==> config.mk <==
export PLATFORM = sky130hd
export DESIGN_NAME = latch_write_sequencer
export DESIGN_NICKNAME = d
export VERILOG_FILES = /design/src/rtl/latch_write_sequencer_pkg.sv /design/src/rtl/latch_write_sequencer_rr_arbiter.sv /design/src/rtl/latch_write_sequencer.sv
export SDC_FILE = /design/constraint.sdc
export NUM_CORES = 1
export LEC_CHECK = 0
export ABC_AREA = 1
export CORE_MARGIN = 1
export CORE_UTILIZATION = 25
export CTS_CLUSTER_SIZE = 10
export DETAILED_ROUTE_END_ITERATION = 10
export SYNTH_ARGS = -nofsm -noshare
export SYNTH_HDL_FRONTEND = slang
export SYNTH_SLANG_ARGS = --single-unit
==> constraint.sdc <==
create_clock -name clk -period 6.5 [get_ports clk]
set_input_delay 1.3 -clock clk [delete_from_list [all_inputs] [get_ports clk]]
set_output_delay 1.3 -clock clk [all_outputs]
set_load 0.1 [all_outputs]
==> src/rtl/latch_write_sequencer_pkg.sv <==
// ============================================================================
// Module : latch_write_sequencer_pkg
// Brief  : Shared FSM state encoding, default timing constants and a helper
//          function for the latch write sequencer.
// Rev    : 1.0
// ============================================================================
`default_nettype none

package latch_write_sequencer_pkg;

    typedef enum logic [1:0] {
        ST_IDLE  = 2'd0,
        ST_SETUP = 2'd1,
        ST_PULSE = 2'd2,
        ST_HOLD  = 2'd3
    } state_t;

    localparam int C_DEF_N_REQ     = 4;
    localparam int C_DEF_WIDTH     = 8;
    localparam int C_DEF_SETUP_CYC = 1;
    localparam int C_DEF_PULSE_CYC = 2;
    localparam int C_DEF_HOLD_CYC  = 1;

    function automatic int max3(input int a, input int b, input int c);
        int m;
        m = (a > b) ? a : b;
        return (m > c) ? m : c;
    endfunction

endpackage

`default_nettype wire

==> src/rtl/latch_write_sequencer_rr_arbiter.sv <==
// ============================================================================
// Module : latch_write_sequencer_rr_arbiter
// Brief  : Combinational round-robin arbiter; searches upward from ptr.
// Rev    : 1.0
// ============================================================================
`default_nettype none

module latch_write_sequencer_rr_arbiter #(
    parameter int N_REQ = 4,
    parameter int PW    = (N_REQ > 1) ? $clog2(N_REQ) : 1
) (
    input  logic [N_REQ-1:0] req,
    input  logic [PW-1:0]    ptr,
    output logic [N_REQ-1:0] winner
);

    logic          found;
    logic [PW-1:0] idx;

    always_comb begin
        winner = '0;
        found  = 1'b0;
        idx    = '0;
        for (int i = 0; i < N_REQ; i++) begin
            idx = PW'((int'(ptr) + i) % N_REQ);
            if (!found && req[idx]) begin
                winner[idx] = 1'b1;
                found       = 1'b1;
            end
        end
    end

endmodule

`default_nettype wire

==> src/rtl/latch_write_sequencer.sv <==
// ============================================================================
// Module : latch_write_sequencer
// Brief  : Arbitrates N_REQ writers onto one latch bank and sequences
//          D setup -> EN pulse -> D hold so D never moves while EN is high.
// Rev    : 1.0
// ============================================================================
`default_nettype none

module latch_write_sequencer
    import latch_write_sequencer_pkg::*;
#(
    parameter int N_REQ     = C_DEF_N_REQ,
    parameter int WIDTH     = C_DEF_WIDTH,
    parameter int SETUP_CYC = C_DEF_SETUP_CYC,
    parameter int PULSE_CYC = C_DEF_PULSE_CYC,
    parameter int HOLD_CYC  = C_DEF_HOLD_CYC
) (
    input  logic                   clk,
    input  logic                   rst,
    input  logic [N_REQ-1:0]       req,
    input  logic [N_REQ*WIDTH-1:0] wdata,
    output logic [N_REQ-1:0]       gnt,
    output logic [N_REQ-1:0]       done,
    output logic                   busy,
    output logic [WIDTH-1:0]       d,
    output logic                   en
);

    localparam int PW = (N_REQ > 1) ? $clog2(N_REQ) : 1;
    localparam int CW = $clog2(max3(SETUP_CYC, PULSE_CYC, HOLD_CYC) + 1);

    if (N_REQ < 2 || SETUP_CYC < 1 || PULSE_CYC < 1 || HOLD_CYC < 1) begin : g_param_check
        $error("latch_write_sequencer: illegal parameters");
    end

    state_t           state_q, state_d;
    logic [CW-1:0]    cnt_q, cnt_d;
    logic [PW-1:0]    ptr_q, ptr_d;
    logic [PW-1:0]    win_idx_q, win_idx_d;
    logic [N_REQ-1:0] gnt_q, gnt_d;
    logic [N_REQ-1:0] done_q, done_d;
    logic             busy_q, busy_d;
    logic [WIDTH-1:0] d_q, d_d;
    logic             en_q, en_d;

    logic [N_REQ-1:0] arb_winner;
    logic [PW-1:0]    arb_idx;
    logic [WIDTH-1:0] arb_data;
    logic [PW-1:0]    ptr_next;

    latch_write_sequencer_rr_arbiter #(
        .N_REQ (N_REQ),
        .PW    (PW)
    ) u_arb (
        .req    (req),
        .ptr    (ptr_q),
        .winner (arb_winner)
    );

    always_comb begin
        arb_idx  = '0;
        arb_data = '0;
        for (int i = 0; i < N_REQ; i++) begin
            if (arb_winner[i]) begin
                arb_idx  = PW'(i);
                arb_data = wdata[i*WIDTH +: WIDTH];
            end
        end
    end

    assign ptr_next = (win_idx_q == PW'(N_REQ - 1)) ? '0 : win_idx_q + PW'(1);

    always_comb begin
        state_d   = state_q;
        cnt_d     = cnt_q;
        ptr_d     = ptr_q;
        win_idx_d = win_idx_q;
        gnt_d     = gnt_q;
        done_d    = '0;
        busy_d    = busy_q;
        d_d       = d_q;
        en_d      = en_q;
        unique case (state_q)
            ST_IDLE: begin
                if (|req) begin
                    state_d   = ST_SETUP;
                    cnt_d     = CW'(SETUP_CYC - 1);
                    gnt_d     = arb_winner;
                    win_idx_d = arb_idx;
                    d_d       = arb_data;
                    busy_d    = 1'b1;
                end
            end
            ST_SETUP: begin
                if (cnt_q == '0) begin
                    state_d = ST_PULSE;
                    cnt_d   = CW'(PULSE_CYC - 1);
                    en_d    = 1'b1;
                end else begin
                    cnt_d = cnt_q - CW'(1);
                end
            end
            ST_PULSE: begin
                if (cnt_q == '0) begin
                    state_d = ST_HOLD;
                    cnt_d   = CW'(HOLD_CYC - 1);
                    en_d    = 1'b0;
                    // A one-cycle HOLD makes the entry cycle the final one.
                    if (HOLD_CYC == 1) begin
                        done_d = gnt_q;
                    end
                end else begin
                    cnt_d = cnt_q - CW'(1);
                end
            end
            ST_HOLD: begin
                if (cnt_q == '0) begin
                    state_d = ST_IDLE;
                    gnt_d   = '0;
                    busy_d  = 1'b0;
                    ptr_d   = ptr_next;
                end else begin
                    cnt_d = cnt_q - CW'(1);
                    if (cnt_q == CW'(1)) begin
                        done_d = gnt_q;
                    end
                end
            end
            default: state_d = ST_IDLE;
        endcase
    end

    always_ff @(posedge clk or posedge rst) begin
        if (rst) begin
            state_q   <= ST_IDLE;
            cnt_q     <= '0;
            ptr_q     <= '0;
            win_idx_q <= '0;
            gnt_q     <= '0;
            done_q    <= '0;
            busy_q    <= 1'b0;
            d_q       <= '0;
            en_q      <= 1'b0;
        end else begin
            state_q   <= state_d;
            cnt_q     <= cnt_d;
            ptr_q     <= ptr_d;
            win_idx_q <= win_idx_d;
            gnt_q     <= gnt_d;
            done_q    <= done_d;
            busy_q    <= busy_d;
            d_q       <= d_d;
            en_q      <= en_d;
        end
    end

    assign gnt  = gnt_q;
    assign done = done_q;
    assign busy = busy_q;
    assign d    = d_q;
    assign en   = en_q;

endmodule

`default_nettype wire

# Word level (Yosys, flattened, before mapping)
# Index checks and enable logic that the tools add are counted.
# word_totals
word_cells	109
reg_bits	26
ramBits	0
rom_bits	0
latchBits	0
in_bits	38
memories	0
# op_classes
order_cmp	8
n_eq_ne	10
n_mul	0
mux	53
div	0
reduce_logical	21
shift	0
add_sub_neg	5
n_bitwise	3
# ops
operator	n
$mux W4	9
$mux W8	4
$mux W2	11
$pmux W2 S4	2
$pmux W4 S2	2
$mux W1	15
$lt A2 B3 Y1 const B	4
$or A4 B4 Y4	3
$ne A2 B2 Y1 const B	5
$bmux W1 S2	4
$demux W1 S2	4
$ge A2 B1 Y1 const B	4
$logic_and A1 B1 Y1	7
$eq A2 B2 Y1 const B	3
$reduce_and A2 Y1	3
$reduce_and A3 Y1	2
$add A2 B1 Y2 const B	2
$add A2 B2 Y2 const B	2
$eq A2 B1 Y1 const B	2
$logic_not A2 Y1	2
$pmux W1 S2	2
$reduce_and A4 Y1	1
$reduce_bool A2 Y1	2
$reduce_or A4 Y1	1
other kinds (2)	4

# Logic depth before layout (Yosys ltp)
# logic_depth
depth_word	16
mapped_depth	16
ltp_nobuf	14

# Cells and area by module
# From an unflattened synthesis, not the netlist that was laid out.
# hier_totals
cells_unflattened	306
hier_area_um2	2058.2
# modules_own_cells
mod	seq_area_each_um2	cells_per_inst	area_each_um2	instances
latch_write_sequencer	650.6	233	1659.1	1
latch_write_sequencer_rr_arbiter	0.0	73	399.1	1

# Worst setup path after synthesis
# Ideal clock, no wire load.
# synth_timing
path_kind	input to register
startpoint	input port req[3]
endpoint	register d_q[1] (netlist: d[1])
path_slack_ns	4.023
arrival_ns	2.358
cell_stages	13
t_required_ns	6.380
setup_ns	0.120
path_cell_list	nand2_2 -> nand3_4 -> nand2_4 -> nand2_2 -> nor2_4 -> nand2_2 -> nand3_4 -> inv_2 -> buf_6 -> nand3_1 -> nand3_1 -> nand2_1 -> nand2_1
# synth_via
elab_chain_len	16
word_cells_on_any_way	30
classes_between	19 x mux; 3 x bitwise; 8 x reduce/logical
# synth_rtl
item	line_no	text
from (decl)	latch_write_sequencer.sv:20	input logic [N_REQ-1:0] req,
$bmux W1 S2	latch_write_sequencer_rr_arbiter.sv:26	if (!found && req[idx]) begin
$mux W1 (implied by the code)	latch_write_sequencer_rr_arbiter.sv:26	
$mux W1	latch_write_sequencer_rr_arbiter.sv:26	
$logic_not A1 Y1	latch_write_sequencer_rr_arbiter.sv:26	
$logic_and A1 B1 Y1	latch_write_sequencer_rr_arbiter.sv:26	
$mux W1	latch_write_sequencer_rr_arbiter.sv:26	
$logic_not A1 Y1	latch_write_sequencer_rr_arbiter.sv:26	
$logic_and A1 B1 Y1	latch_write_sequencer_rr_arbiter.sv:26	
$mux W1	latch_write_sequencer_rr_arbiter.sv:26	
$logic_not A1 Y1	latch_write_sequencer_rr_arbiter.sv:26	
$logic_and A1 B1 Y1	latch_write_sequencer_rr_arbiter.sv:26	
$mux W4	latch_write_sequencer_rr_arbiter.sv:26	
$mux W8 (4 in a row)	latch_write_sequencer.sv:64	if (arb_winner[i]) begin
to (signal assigned)	latch_write_sequencer.sv:142	d_q <= '0;
to (signal assigned)	latch_write_sequencer.sv:152	d_q <= d_d;
to (decl)	latch_write_sequencer.sv:43	logic [WIDTH-1:0] d_q, d_d;
# Several ways; a longest one is shown, not always the timed one. The select of a mux whose other input is x is not followed.
# A chain may end at the register's enable or synchronous reset.

# Final worst setup path
# layout_timing
startpoint	input port req[1]
endpoint	register d_q[4] (netlist: d[4])
# Same word-level chain as after synthesis.

==> results.json <==
{
  "fp.dieW_um": 91.2,
  "drt_iter0_drc": 91,
  "wl_mm": 5.26,
  "synth_area_leader_cell": "dfrtp_1",
  "avgSynthCellArea_um2": 7.25,
  "vdd_drop_max_uv": 287,
  "yosysUniqueCellTypes": 28,
  "holdBufCountCts": 0,
  "die_area_um2": 8310,
  "diodes": 0,
  "rsz0062_at_grt": "false",
  "multi_input_area_um2": 1170,
  "ctsResizeCount": 0,
  "grt_pass1_wl_mm": 9.17,
  "status": "finished clean",
  "synthCells": 274,
  "cellLeakagePower_nw": 1.27,
  "synth_fp_nets": 329,
  "setup-tns-final_ns": 0,
  "worstSetupPathType": "input port to register",
  "clock-root-buffer": "clkbuf_8",
  "io_buffers": 55,
  "grt_pass1_vias": 2062,
  "yosysTopAreaCellShare": 0.327,
  "io_pins": 56,
  "groute.usage.overall": 0.135,
  "yosysSeqAreaShare": 0.327,
  "yosysWarnings": 0,
  "crit_arrival_ns": 3.43,
  "cts_max_path_buffers": 2,
  "relSlewSlack": 0.306,
  "nNetsFinal": 385,
  "ant_nets": 0,
  "numCtsBuffers": 3,
  "cts_num_sinks": 26,
  "gp_congestion": 0.912,
  "period_share": 0.493,
  "min_period_ns": 3.20,
  "max_cap_violations": 0,
  "drcViolationCount": 0,
  "synthesis.area_um2": 1990,
  "min_path_type": "register to register",
  "synth_area_leaders": "dfrtp_1, nand2_1, ha_1, nand3_1, nor2_1",
  "hold_viol": 0,
  "synthToLayoutAreaGrowth_pct": 36.0,
  "num_vias": 1975,
  "first_pass_iters": 4,
  "cts_setup_buffers": 0,
  "die_h_um": 91.2,
  "setup_viol": 0,
  "core_region_area_um2": 7690,
  "worstSetupEndpointType": "register",
  "wl_per_cell_um": 12.2,
  "grt_remaining_overflow": 0,
  "start_kind": "input port",
  "drive_gt1_frac": 0.0790,
  "worst_slew_pin_slew_ns": 1.04,
  "grt_antenna_before_repair": 0,
  "clkLatencyLatePin_ns": 0.28,
  "synth-seq-cells": 26,
  "powerDensity_nw_per_um2": 559,
  "tritoncts": "yes",
  "start_util": 0.258,
  "htree_num_levels": 1,
  "grt_max_degree": 27,
  "nFillCells": 830,
  "power_mw": 1.51,
  "post-dp-hpwl_mm": 4.07,
  "ff_latch_area_um2": 651,
  "crit_required_ns": 6.73,
  "placement_rows": 32,
  "skew_ns": 0.00615,
  "slew_viol_final": 0,
  "path_max_fanout": 11,
  "path_clk_slew_ns": 0.10,
  "vias_per_cell": 4.58,
  "max_freq_mhz": 312
}
layer usage:
metal  global-route usage  part of all wire  vias up
li1                     -                 -      994
met1                0.163              0.47      933
met2                0.244              0.48       36
met3               0.0260             0.031       12
met4               0.0317             0.017        0
met5                    0                 0        -
stage by stage:
step	util	hold slack, ns	cells	area, um^2	setup slack, ns
floorplan	-	0.462	274	1990	4.02
global placement	0.342	0.471	427	2630	3.06
detailed placement	0.342	0.468	427	2630	2.98
CTS	0.352	0.495	431	2700	3.28
global route	0.352	0.514	431	2700	3.03
finish	0.352	0.490	431	2700	3.30
report_power, final:
group	leakage [nW]	total (mW)	switching, mW	internal, mW
clock	0.0357	0.138	0.0550	0.0825
sequential	0.332	0.284	0.0576	0.226
combinational	0.899	1.09	0.771	0.317
total	1.27	1.51	0.884	0.626
path summary, 6_finish.rpt:
check,startpoint,endpoint,slack [ns],cells past startpoint
min,d[5],d[5],0.49,2
min in group asynchronous,rst,d[7],1.57,2
max,req[1],d[4],3.30,13
max reg2reg,ptr_q[0],d[4],3.76,14
min reg2reg,d[5],d[5],0.49,2
max in group asynchronous,rst,ptr_q[1],4.30,2
final cells by class:
| class | instances | area share |
|---|---|---|
| Multi-Input combinational cell | 211 | 0.434 |
| Clock inverter | 1 | 0.0111 |
| Timing Repair Buffer | 55 | 0.204 |
| Tap cell | 102 | 0.0472 |
| Clock buffer | 3 | 0.0153 |
| Inverter | 33 | 0.0477 |
| Sequential cell | 26 | 0.241 |
worst max-delay path, cell delays in order:
cell and delay (ns):
clkdlybuf4s50_1 0.54, nand2_2 0.10, nand3_4 0.15, nand2_4 0.08, nand3_1 0.14, nor2_1 0.06
nor2_1 0.08, nand2_1 0.28, nor2_2 0.37, nand2_1 0.11, nand3_1 0.09, nand2_1 0.06
nand2_1 0.05
state kept, by name (all words and copies together) (netlist names):
register / cells
cnt_q: 2
gnt: 4
busy: 1
d: 8
done: 4
state_q: 2
en: 1
ptr_q: 2
win_idx_q: 2
logic make-up (layout without fill, tap and decap cells):
| family | after synthesis | after routing | share of synthesized area |
|---|---|---|---|
| AND/OR/NAND/NOR | 159 | 159 | 0.379 |
| buffers and inverters | 37 | 92 | 0.0819 |
| AO/OA/AOI/OAI | 35 | 35 | 0.105 |
| flip-flops | 26 | 26 | 0.327 |
| adder cells (fa/ha/maj) | 17 | 17 | 0.107 |
layout by cell type, fill, tap and decap left out, types with 2 or more instances in the layout:
cell type        synthesis  final
o21ai_0                  7      7
nand3_1                 32     32
clkbuf_8                 0      3
dfrtp_1                 26     26
nand3_2                  3      3
ha_1                    17     17
o22ai_1                  4      4
inv_2                    4      4
nand2_1                 73     73
nor2_2                   2      2
a21oi_1                 13     13
inv_1                   27     27
nand2_2                  5      5
o211ai_1                 2      2
clkdlybuf4s50_1          0     55
a21boi_0                 8      8
nand2_4                  3      3
nor2_1                  33     33
nand3_4                  3      3
Yosys cell counts (all sizes together):
library cell / count
inv: 32
o21ai: 7
ha: 17
nand3: 38
o22ai: 4
nand2: 81
nand4: 1
o211ai: 2
dfrtp: 26
a21oi: 13
nor2: 36
nor3: 1
clkinv: 1
and2: 1
a21boi: 8
nor4: 1
buf: 3
o31ai: 1
clkbuf: 1
Power figures use the tool's default switching activity.
